==> src/rtl/mem_port_arbiter.sv <==
// mem_port_arbiter: shares one unified memory port between instruction fetch
// and data access. Requests are serialised through an IDLE/ACCESS/DONE FSM with
// a fixed number of memory wait states; simultaneous requests are resolved
// round-robin, with data winning the first tie after reset.
`timescale 1ns/1ps
module mem_port_arbiter #(
  parameter int unsigned ADDR_W      = 32,
  parameter int unsigned DATA_W      = 32,
  parameter int unsigned WAIT_CYCLES = 2
) (
  input  logic              clk,
  input  logic              reset,
  input  logic              if_req,
  input  logic [ADDR_W-1:0] if_addr,
  output logic [DATA_W-1:0] if_rdata,
  output logic              if_ack,
  input  logic              d_req,
  input  logic              d_we,
  input  logic [ADDR_W-1:0] d_addr,
  input  logic [DATA_W-1:0] d_wdata,
  output logic [DATA_W-1:0] d_rdata,
  output logic              d_ack,
  output logic              mem_en,
  output logic              mem_we,
  output logic [ADDR_W-1:0] mem_addr,
  output logic [DATA_W-1:0] mem_wdata,
  input  logic [DATA_W-1:0] mem_rdata,
  output logic              busy
);

  typedef enum logic [1:0] {IDLE, ACCESS, DONE} state_e;
  typedef enum logic {OWN_IF, OWN_D} owner_e;

  localparam logic [3:0] LAST_CNT = 4'(WAIT_CYCLES - 1);

  state_e            state_q, state_d;
  logic [3:0]        cnt_q, cnt_d;
  owner_e            last_owner_q, last_owner_d;
  owner_e            owner_q, owner_d;
  logic [ADDR_W-1:0] addr_q, addr_d;
  logic              we_q, we_d;
  logic [DATA_W-1:0] wdata_q, wdata_d;
  logic [DATA_W-1:0] rdata_q, rdata_d;
  logic              grant_data;

  // State and latched-transaction registers with synchronous reset
  always_ff @(posedge clk) begin
    if (reset) begin
      state_q      <= IDLE;
      cnt_q        <= '0;
      last_owner_q <= OWN_IF;
      owner_q      <= OWN_IF;
      addr_q       <= '0;
      we_q         <= 1'b0;
      wdata_q      <= '0;
      rdata_q      <= '0;
    end else begin
      state_q      <= state_d;
      cnt_q        <= cnt_d;
      last_owner_q <= last_owner_d;
      owner_q      <= owner_d;
      addr_q       <= addr_d;
      we_q         <= we_d;
      wdata_q      <= wdata_d;
      rdata_q      <= rdata_d;
    end
  end

  // Next-state logic: arbitration in IDLE, wait-state counting in ACCESS
  always_comb begin
    state_d      = state_q;
    cnt_d        = cnt_q;
    last_owner_d = last_owner_q;
    owner_d      = owner_q;
    addr_d       = addr_q;
    we_d         = we_q;
    wdata_d      = wdata_q;
    rdata_d      = rdata_q;
    grant_data   = 1'b0;
    unique case (state_q)
      IDLE: begin
        if (if_req || d_req) begin
          // Data wins when alone, or on a tie when fetch owned the port last
          grant_data   = d_req && (!if_req || (last_owner_q == OWN_IF));
          owner_d      = grant_data ? OWN_D : OWN_IF;
          last_owner_d = grant_data ? OWN_D : OWN_IF;
          addr_d       = grant_data ? d_addr : if_addr;
          we_d         = grant_data && d_we;
          wdata_d      = grant_data ? d_wdata : '0;
          cnt_d        = '0;
          state_d      = ACCESS;
        end
      end
      ACCESS: begin
        cnt_d = cnt_q + 4'd1;
        if (cnt_q == LAST_CNT) begin
          rdata_d = mem_rdata;
          state_d = DONE;
        end
      end
      DONE: state_d = IDLE;
      default: state_d = IDLE;
    endcase
  end

  // Outputs decoded from registered state only
  always_comb begin
    mem_en    = (state_q == ACCESS);
    mem_we    = (state_q == ACCESS) && we_q;
    mem_addr  = addr_q;
    mem_wdata = wdata_q;
    if_ack    = (state_q == DONE) && (owner_q == OWN_IF);
    d_ack     = (state_q == DONE) && (owner_q == OWN_D);
    if_rdata  = rdata_q;
    d_rdata   = rdata_q;
    busy      = (state_q != IDLE);
  end

endmodule

==> config.mk <==
export PLATFORM = sky130hd
export DESIGN_NAME = mem_port_arbiter
export DESIGN_NICKNAME = d
export VERILOG_FILES = /design/src/rtl/mem_port_arbiter.sv
export SDC_FILE = /design/constraint.sdc
export NUM_CORES = 1
export LEC_CHECK = 0
export ABC_AREA = 0
export CORE_MARGIN = 2
export CORE_UTILIZATION = 38
export CTS_CLUSTER_SIZE = 12
export DETAILED_ROUTE_END_ITERATION = 6
export PLACE_DENSITY = 0.86
export REMOVE_ABC_BUFFERS = 1
export SYNTH_ARGS = -nofsm -noshare
export SYNTH_HDL_FRONTEND = slang
export SYNTH_SLANG_ARGS = --single-unit
==> constraint.sdc <==
create_clock -name clk -period 2.25 [get_ports clk]
set_input_delay 0.45 -clock clk [delete_from_list [all_inputs] [get_ports clk]]
set_output_delay 0.45 -clock clk [all_outputs]
set_load 0.005 [all_outputs]
==> flow_summary.json <==
{
  "outcome": "finished clean",
  "ys_seq_area_share_pct": 47.2,
  "reg2reg_to": "d_rdata[16]",
  "hold_ws_ns": 0.474,
  "worstHoldStart": "mem_wdata[16]",
  "coreArea_um2": 11400,
  "clkTransAtPathRegs_ns": 0.07,
  "synth_flop_cell": "dfxtp_1",
  "numCtsBuffers": 9,
  "antenna_cells": 0,
  "rows": 39,
  "avgRoutedWirePerCell_um": 15.9,
  "ys_ff_latch": 104,
  "power.internal_mw": 3.58,
  "totalWireLength_mm": 13.7,
  "areaGrowthSynthToFinish_pct": 64.3,
  "yosys-top-cells-area": "dfxtp_1, a21oi_1, a22o_1",
  "dp_hpwl_mm": 10.1,
  "post_cts_resized": 0,
  "maxCapViolCount": 0,
  "grt_max_degree": 68,
  "gr-usage-all-layers_pct": 21.0,
  "dpl_cell_area_um2": 6920,
  "whs_path_depth": 1,
  "grt_pass1_vias": 4302,
  "antenna_found_initial": 0,
  "wl_met3_mm": 1.09,
  "ys_types": 36,
  "clockBufferDepth": 2,
  "top_layer": "met4",
  "crit_path_top_delay_cell": "clkdlybuf4s50_1",
  "htreeDepth": 3,
  "hold_class": "flip-flop to flip-flop",
  "rrSetupSlack_ns": 0.43,
  "worstPathMaxFanout": 6,
  "power_switching_mw": 1.18,
  "finalHoldViolCount": 0,
  "powerDensity_nw_per_um2": 657,
  "slew_violations": 0,
  "max_freq_mhz": 467,
  "synth.top_cell.area_share_pct": 47.2,
  "max_slew_margin_pct": 61.5,
  "ctsHoldBuffers": 0,
  "die_x_um": 112,
  "yosys.area.top_type": "dfxtp_1",
  "clock-sinks": 104,
  "critPathMaxStageDelay_ns": 0.51,
  "cp_data_arrival_time_ns": 1.69,
  "dr.pass1.iters": 5,
  "rsz0062_at_grt": "false",
  "chipHeight_um": 112,
  "crit_path_end_kind": "output pin",
  "ys_warn_count": 0,
  "synthMostInstantiatedCell": "dfxtp_1",
  "synth_common_cells": "dfxtp_1, a21oi_1, nand2_1, inv_1",
  "switching_share_pct": 24.8,
  "initial_core_util_pct": 38.8,
  "path_class": "flip-flop to output pin",
  "clockRootBuffer": "clkbuf_16",
  "postSynth.asyncResetShare_pct": 0,
  "wl_met1_mm": 5.23,
  "dieArea_um2": 12500,
  "syn_area_per_cell_um2": 8.67,
  "synth_edf_count": 0,
  "r2r_cells": 4,
  "fin_area_um2": 7240,
  "overflow": 0,
  "vias_per_cell": 5.22,
  "tightest_slew_ns": 0.577,
  "nNetsFinal": 852,
  "first_iter_violations": 385,
  "fin_crit_sh_pct": 95.1,
  "post-route-drc-count": 0,
  "cp-start-kind": "flip-flop",
  "power_mw": 4.76,
  "seq_power_share_pct": 43.3,
  "synth_cells": 508,
  "required_ns": 1.80,
  "path_cells": "nand2b_2 -> inv_1 -> and2_1 -> clkdlybuf4s50_1",
  "ant_nets": 0,
  "clockPowerShare_pct": 35.3,
  "r2r-start": "cnt_q[0]",
  "hold_path_end": "mem_wdata[16]",
  "peakVddDrop_v": 0.000375,
  "grt_pass1_wl_mm": 21.6,
  "p_leak_nw": 2.74,
  "cts_setup_buffers": 0,
  "insertion_delay_ns": 0.34,
  "min_period_ns": 2.14,
  "power_frac_comb_pct": 21.4,
  "vias": 4515,
  "setup_viol": 0,
  "cts_tree": "done",
  "drive_gt1_share_pct": 4.99,
  "met2_length_mm": 7.00,
  "syn_area_um2": 4410,
  "finClkSkew_ns": 0.00689,
  "io_pins": 266,
  "place_congestion": 0.878,
  "io_buffers": 265
}
logic make-up after synthesis:
kind of cell | Yosys count | synth area share [%]
buffers and inverters | 112 | 13.2
AOI/OAI and AO/OA | 172 | 25.5
and+or+nand+nor | 116 | 13.0
muxes | 1 | 0.256
adders and majority gates | 2 | 0.568
DFF | 104 | 47.2
xor gates and xnor gates | 1 | 0.199
worst max-delay path: cells and delay by family (launching register included):
family | cells | cell delay, ns
buf+inv | 2 | 0.65
flops | 1 | 0.35
simple gates | 2 | 0.34
worst max path at each step:
| stage | from | endpoint | slack (ns) | cells past startpoint |
|---|---|---|---|---|
| CTS | state_q[1] | mem_we | 0.08 | 4 |
| detailed placement | if_req | mem_addr[12] | 0.16 | 5 |
| global placement | if_req | mem_addr[26] | 0.30 | 5 |
| floorplan | state_q[1] | mem_addr[0] | -0.14 | 4 |
| global route | state_q[1] | mem_we | 0.04 | 4 |
| finish | state_q[1] | mem_we | 0.11 | 4 |
state kept, by name, summed over array words and instances, names as in the netlist:
| signal | count |
|---|---|
| owner_q | 1 |
| d_rdata | 32 |
| we_q | 1 |
| cnt_q | 4 |
| state_q | 2 |
| mem_addr | 32 |
| mem_wdata | 32 |
per-stage QoR:
stage                     std cells  util (%)  setup TNS, ns  setup WS, ns
after floorplan                 431         -          -7.12        -0.135
after global placement          849      60.9              0         0.301
after detailed placement        849      60.9              0         0.159
after CTS                       865      63.7              0        0.0833
after global routing            865      63.7              0        0.0429
final                           865      63.7              0         0.111
cell usage in the layout (no fill, tap or decap), types with 2 or more instances in the layout:
master / instances
clkinvlp_4: 2
inv_1: 34
o21ai_0: 33
bufinv_16: 2
nand2_1: 65
buf_12: 4
clkbuf_16: 9
buf_4: 6
a22o_1: 33
clkdlybuf4s50_1: 264
nand2b_1: 2
or3_1: 32
nor3_1: 2
a311oi_1: 32
ha_1: 2
nor2_1: 3
o211ai_1: 2
a21oi_1: 68
dfxtp_1: 104
power groups by stage:
| stage | Clock [mW] | Combinational (mW) | Sequential, mW |
|---|---|---|---|
| 2_1_floorplan | 0 | 0.321 | 2.10 |
| 3_3_place_gp | 0 | 0.992 | 2.09 |
| 3_5_place_dp | 0 | 1.02 | 2.10 |
| 4_1_cts | 1.71 | 1.03 | 2.06 |
| 5_1_grt | 1.79 | 1.10 | 2.07 |
| 6_report | 1.68 | 1.02 | 2.06 |
metal layers:
| layer | vias to the layer above | global-route usage [%] |
|---|---|---|
| li1 | 2160 | - |
| met1 | 2092 | 24.3 |
| met2 | 232 | 37.0 |
| met3 | 31 | 4.79 |
| met4 | 0 | 9.30 |
| met5 | - | 0 |
final cells by class:
type	instances	area, µm²
fill	911	4130
timing repair buffer	275	2770
sequential	104	2080
multi-input combinational	292	1750
clock buffer	11	243
tap	143	179
inverter	35	131
clock inverter	5	80.1
(Power assumes the default switching activity.)
